### src/rtl/arb_priority_aging.sv
// Lock-and-hold fixed-priority arbiter with anti-starvation aging.
// Owner keeps the bus until it drops req or hits MAX_HOLD; aged requesters win first.
module arb_priority_aging #(
  parameter int REQ_NUM   = 4,
  parameter int MAX_HOLD  = 8,
  parameter int AGE_LIMIT = 3,
  localparam int ID_W     = (REQ_NUM > 1) ? $clog2(REQ_NUM) : 1,
  localparam int AGE_W    = $clog2(AGE_LIMIT + 1),
  localparam int HOLD_W   = $clog2(MAX_HOLD + 1)
) (
  input  logic               clk,
  input  logic               rst_n,
  input  logic [REQ_NUM-1:0] req,
  output logic [REQ_NUM-1:0] grant,
  output logic               grant_valid,
  output logic [ID_W-1:0]    grant_id,
  output logic               timeout
);

  typedef enum logic {IDLE, BUSY} state_t;

  state_t              state;
  logic [HOLD_W-1:0]   hold_cnt;
  logic [AGE_W-1:0]    age [REQ_NUM];

  logic [REQ_NUM-1:0]  urgent;
  logic [REQ_NUM-1:0]  cand;
  logic [REQ_NUM-1:0]  win_oh;
  logic [ID_W-1:0]     win_id;
  logic                own_req;
  logic                at_limit;
  logic                forced;

  function automatic logic [ID_W-1:0] lowest(input logic [REQ_NUM-1:0] v);
    logic [ID_W-1:0] idx;
    idx = '0;
    for (int i = REQ_NUM - 1; i >= 0; i--)
      if (v[i]) idx = ID_W'(i);
    return idx;
  endfunction

  function automatic logic [AGE_W-1:0] sat_inc(input logic [AGE_W-1:0] a);
    return (a == AGE_W'(AGE_LIMIT)) ? a : a + AGE_W'(1);
  endfunction

  always_comb begin
    urgent = '0;
    for (int i = 0; i < REQ_NUM; i++)
      urgent[i] = (age[i] == AGE_W'(AGE_LIMIT));
    own_req  = |(req & grant);
    at_limit = (hold_cnt == HOLD_W'(MAX_HOLD));
    forced   = (state == BUSY) && own_req && at_limit;
    // On a forced release the current owner steps aside if anyone else is waiting.
    cand     = forced ? (req & ~grant) : req;
    win_id   = (|(cand & urgent)) ? lowest(cand & urgent) : lowest(cand);
    win_oh   = REQ_NUM'(1) << win_id;
  end

  always_ff @(posedge clk or negedge rst_n) begin
    if (!rst_n) begin
      state       <= IDLE;
      grant       <= '0;
      grant_valid <= 1'b0;
      grant_id    <= '0;
      timeout     <= 1'b0;
      hold_cnt    <= '0;
      for (int i = 0; i < REQ_NUM; i++) age[i] <= '0;
    end else begin
      // Aging looks at the grant currently on the outputs, so a new owner clears next cycle.
      for (int i = 0; i < REQ_NUM; i++)
        age[i] <= (req[i] && !grant[i]) ? sat_inc(age[i]) : '0;
      timeout <= 1'b0;
      case (state)
        IDLE: begin
          if (|req) begin
            state       <= BUSY;
            grant       <= win_oh;
            grant_valid <= 1'b1;
            grant_id    <= win_id;
            hold_cnt    <= HOLD_W'(1);
          end
        end
        BUSY: begin
          if (own_req && !at_limit) begin
            hold_cnt <= hold_cnt + HOLD_W'(1);
          end else if (|cand) begin
            grant       <= win_oh;
            grant_valid <= 1'b1;
            grant_id    <= win_id;
            hold_cnt    <= HOLD_W'(1);
            timeout     <= forced;
          end else if (forced) begin
            // Nobody else wants the bus: re-grant the same owner with a fresh window.
            hold_cnt <= HOLD_W'(1);
            timeout  <= 1'b1;
          end else begin
            state       <= IDLE;
            grant       <= '0;
            grant_valid <= 1'b0;
            grant_id    <= '0;
            hold_cnt    <= '0;
          end
        end
        default: state <= IDLE;
      endcase
    end
  end

endmodule

### config.mk
export PLATFORM = sky130hd
export DESIGN_NAME = arb_priority_aging
export DESIGN_NICKNAME = d
export VERILOG_FILES = /design/src/rtl/arb_priority_aging.sv
export SDC_FILE = /design/constraint.sdc
export NUM_CORES = 1
export LEC_CHECK = 0
export ABC_AREA = 1
export ABC_CLOCK_PERIOD_IN_PS = 3300
export CORE_MARGIN = 5
export CORE_UTILIZATION = 45
export DETAILED_ROUTE_END_ITERATION = 16
export GPL_TIMING_DRIVEN = 0
export PLACE_DENSITY = 0.66
export SYNTH_ARGS = -nofsm -noshare
export SYNTH_HDL_FRONTEND = slang
export SYNTH_SLANG_ARGS = --single-unit
### constraint.sdc
create_clock -name clk -period 3.3 [get_ports clk]
set_input_delay 0.66 -clock clk [delete_from_list [all_inputs] [get_ports clk]]
set_output_delay 0.66 -clock clk [all_outputs]
set_load 0.02 [all_outputs]
Word level (Yosys, flattened, before mapping)
Index checks and enable logic that the tools add are counted.

Word-level logic and storage cells: 96. Input bits: 6. Register bits: 21.

Multiplexer cells: 46. Add/subtract/negate cells: 5. Bitwise gates (word level): 5. Equal/unequal tests: 12. Shift operators: 1. Reduce and logical (&&, ||, !) cells: 17.

Operator list (count): 2-to-1 mux 2 bit (21); 2-to-1 mux 4 bit (7); case mux 4 bit (2 select lines) (2); OR reduction 4 bit (4); 2-to-1 mux 1 bit (13); bitwise AND 4 bit (3); != test 2 bit (second input constant) (6); adder 2 x 1 -> 2 bit (second input constant) (4); equality test 2 bit (second input constant) (4); logical AND 1 bit (7); zero test 1 bit (5); adder 4 x 1 -> 4 bit (second input constant) (1); equality test 4 bit (second input constant) (1); NOT 4 bit (1); case mux 1 bit (2 select lines) (2); case mux 2 bit (2 select lines) (1); left shift 1 x 2 -> 4 bit (first input constant) (1); != test 3 x 2 -> 1 bit (second input constant) (1); AND reduction 3 bit (1); NOT 1 bit (1).

Logic depth before layout (Yosys ltp)
Depth in word-level cells: 15. Mapped depth: 15. Depth with buffers taken out: 15.

Worst setup path after synthesis
Ideal clock, no wire load.

Kind: input to register. Start point: in req[2]. End point: reg grant[1]. Arrival: 1569 ps. Setup slack: 1614 ps. Cell stages on the path: 13. Required time: 3183 ps. Buffers on the path: 0. Path through: nand2_1 -> nand2_1 -> inv_2 -> nand2_4 -> nand2_4 -> nand2_1 -> nand2_2 -> nor2_1 -> nand3_2 -> nand2_4 -> inv_2 -> nand3_1 -> nand2_1.

Word-level cells in the longest chain between the ends: 15. Elaborated cells on any way between the ends: 29.

Ends and longest elaborated chain: start: declaration (line 13) `input logic [REQ_NUM-1:0] req,`; bitwise AND 4 bit (line 50) `own_req = |(req & grant);`; OR reduction 4 bit (line 50); logical AND 1 bit (2 in a row) (line 52) `forced = (state == BUSY) && own_req && at_limit;`; 2-to-1 mux 4 bit (line 54) `cand = forced ? (req & ~grant) : req;`; bitwise AND 4 bit (line 55) `win_id = (|(cand & urgent)) ? lowest(cand & urgent) : lowest(cand);`; 2-to-1 mux 2 bit (4 in a row) (line 38) `if (v[i]) idx = ID_W'(i);`; 2-to-1 mux 2 bit (line 55); left shift 1 x 2 -> 4 bit (line 56) `win_oh = REQ_NUM'(1) << win_id;`; 2-to-1 mux 4 bit (line 86) `end else if (|cand) begin`; 2-to-1 mux 4 bit (line 84) `if (own_req && !at_limit) begin`; case mux 4 bit (2 select lines) (line 73) `case (state)`; end signal: assignment (line 77) `grant <= win_oh;`; end signal: assignment (line 87) `grant <= win_oh;`; end: declaration (line 14) `output logic [REQ_NUM-1:0] grant,`.

Several ways; a longest one is shown, not always the timed one. The select of a mux whose other input is x is not followed. A chain may end at the register's enable or synchronous reset.

Worst setup path in the final report
Start point: in req[2]. End point: reg grant[0].

Same word-level chain as after synthesis.

==> results.sh <==
export IMPL_status="complete, no violations"
export IMPL_drt_total_wl_mm=2.38
export IMPL_fin_cells=207
export IMPL_post_synth_top_count_cell="nand2_1"
export IMPL_hp_class="flip-flop to flip-flop"
export IMPL_drive_gt1_frac=0.136
export IMPL_place_gp_congestion=0.742
export IMPL_leakage_uw=0.000790
export IMPL_crit_path_max_fanout=7
export IMPL_grt_ovfl_total=0
export IMPL_path_clk_slew_ns=0.13
export IMPL_slew_viol_final=0
export IMPL_grt_pass1_wl_mm=4.33
export IMPL_slew_headroom=0.380
export IMPL_dp_hpwl_mm=1.86
export IMPL_required_ns=3.51
export IMPL_rsz0062_at_grt="no"
export IMPL_finalHoldViolations=0
export IMPL_cts_tree="yes"
export IMPL_yosys_area_top_type="dfrtp_1"
export IMPL_syn_inst=159
export IMPL_crit_path_start_kind="primary input"
export IMPL_clock_skew_ns=0.00700
export IMPL_synth_enable_flop_cells=0
export IMPL_syn_area_um2=1240
export IMPL_max_stage_delay_ns=0.57
export IMPL_ctsResizeCount=0
export IMPL_post_cts_buffers=0
export IMPL_drt_iter0_markers=21
export IMPL_diodes=0
export IMPL_synthTopCellsByCount="nand2_1, inv_1, dfrtp_1"
export IMPL_tightestPinTransition_ns=0.927
export IMPL_path_class="primary input to flip-flop"
export IMPL_cts_buffers=3
export IMPL_wl_per_cell_um=11.5
export IMPL_cp_slowest_cell="clkdlybuf4s50_1"
export IMPL_hp_start="grant_valid"
export IMPL_die_h_um=62.5
export IMPL_arrival_ns=2.32
export IMPL_nets=189
export IMPL_areaGrowthSynthToFinish_pct=15.8
export IMPL_post_route_period_util=0.638
export IMPL_cts_buffer_depth=2
export IMPL_crit_top_cell="nand2_1"
export IMPL_irDropWorstVdd_uv=429
export IMPL_io_buffers=13
export IMPL_yosys_warnings=0
export IMPL_clk_latency_ns=0.31
export IMPL_dieArea_um2=3910
export IMPL_grt_pass1_vias=1022
export IMPL_rr_startpoint="hold_cnt[0]"
export IMPL_synth_ff_latch_count=21
export IMPL_synth_top_area_frac=0.424
export IMPL_period_needed_ns=2.11
export IMPL_dr_pass1_iters=4
export IMPL_worstHoldPathCells=2
export IMPL_drc=0
export IMPL_layout_setup_ws_ns=1.19
export IMPL_p_total_uw=1050
export IMPL_htreeDepth=1
export IMPL_io_pins=14
export IMPL_maxCapViolations=0
export IMPL_post_place_ws_ns=0.861
export IMPL_grt_max_degree=22
export IMPL_reg2regPathDepth=15
export IMPL_hold_end="grant_valid"
export IMPL_avgSynthCellArea_um2=7.80
export IMPL_die_x_um=62.5
export IMPL_clock_sink_count=21
export IMPL_ys_top_cells_by_area="dfrtp_1, nand2_1, inv_1, ha_1, nor2_1"
export IMPL_antenna_left=0
export IMPL_synth_cell_types=20
export IMPL_synth_seq_area_share=0.424
export IMPL_fmax_mhz=475
export IMPL_setup_tns_ns=0
export IMPL_core_area_um2=2690
export IMPL_place_inst=203
export IMPL_syn_num_nets=171
export IMPL_rows=19
export IMPL_reg2reg_slack_ns=1.46
export IMPL_vias=1009
export IMPL_grt_use_total=0.136
export IMPL_post_route_util=0.535
export IMPL_crit_chain="clkdlybuf4s50_1, nand2_1, nand2_1, inv_2, nand2_4, nand2_4, nand2_1, nand2_2, nand2_1, nand2_1, inv_2, nand3_1, nand2_1, inv_1, nand2_1, nand2_1"
export IMPL_synth_top_flop_cell="dfrtp_1"
export IMPL_root_buffer="clkbuf_4"
export IMPL_cp_end_kind="flip-flop"
export IMPL_antenna_found_initial=0
export IMPL_crit_reg2reg_capture="grant[0]"
export IMPL_powerDensity_nw_per_um2=729
export IMPL_start_util=0.462
export IMPL_postSynth_asyncResetShare=1.00
export IMPL_avgViaCountPerCell=4.87
export IMPL_cts_hold_buf=0
export IMPL_setup_violations=0
-- area by class of cell --
cell class	count	area (µm²)
timing repair buffer	13	130
clock inverter	1	5.00
clock buffer	3	22.5
tap	31	38.8
multi-input combinational	109	606
fill	272	1250
sequential	21	526
inverter	29	109
-- cells in the final DEF, fill, tap and decap left out, drive strengths merged --
cell and instances:
clkbuf 3, nor2 16, xnor2 1, o21ai 8, o31ai 1, nand4 2
clkinv 1, a21oi 8, inv 29, xor2 5, o22ai 2, nand2 54
clkdlybuf4s50 13, dfrtp 21, ha 6, nand3 6
-- stage by stage --
| step | area, µm² | hold WS, ns |
|---|---|---|
| after floorplan | 1240 | 0.364 |
| after global placement | 1410 | 0.457 |
| after detailed placement | 1410 | 0.463 |
| after CTS | 1440 | 0.497 |
| after global routing | 1440 | 0.524 |
| final | 1440 | 0.490 |
-- worst max-delay path, delay by kind of cell --
kind	cells	cell delay [ns]
buf+inv	4	0.74
simple gates	12	0.91
-- registers in the layout (all words and copies together), names as in the netlist --
name and count:
grant_valid 1, timeout 1, grant_id 2, hold_cnt 4, grant 4, state 1, age 8
-- cells by family after synthesis --
family,after synthesis,synth area share
AOI/OAI and AO/OA,19,0.0807
and+or+nand+nor,78,0.305
DFF,21,0.424
buffers and inverters,29,0.0878
xor gates and xnor gates,6,0.0424
adders and majority gates,6,0.0605
-- power by group --
| part | switching, µW | leakage (µW) | internal [µW] | total [µW] |
|---|---|---|---|---|
| logic | 304 | 0.000505 | 202 | 506 |
| clock network | 83.2 | 0.0000177 | 45.2 | 128 |
| registers | 69.4 | 0.000268 | 343 | 412 |
-- metal layers --
layer / routed length (µm) / global-route usage / part of all wire
met5: 0 / 0 / 0
met3: 77 / 0.0324 / 0.032
met2: 1140 / 0.220 / 0.48
met1: 1140 / 0.170 / 0.48
met4: 17 / 0.0637 / 0.0071
-- worst max path at each step --
| stage | from | cells after the start | end | slack [ns] |
|---|---|---|---|---|
| 3_3_place_gp | req[2] | 16 | grant[0] | 0.89 |
| 3_5_place_dp | req[2] | 16 | grant[0] | 0.86 |
| 2_1_floorplan | req[2] | 13 | grant[1] | 1.61 |
| 4_1_cts | req[2] | 16 | grant[0] | 1.19 |
| 6_report | req[2] | 16 | grant[0] | 1.19 |
| 5_1_grt | req[2] | 16 | grant[2] | 1.04 |
(Power assumes the default switching activity.)
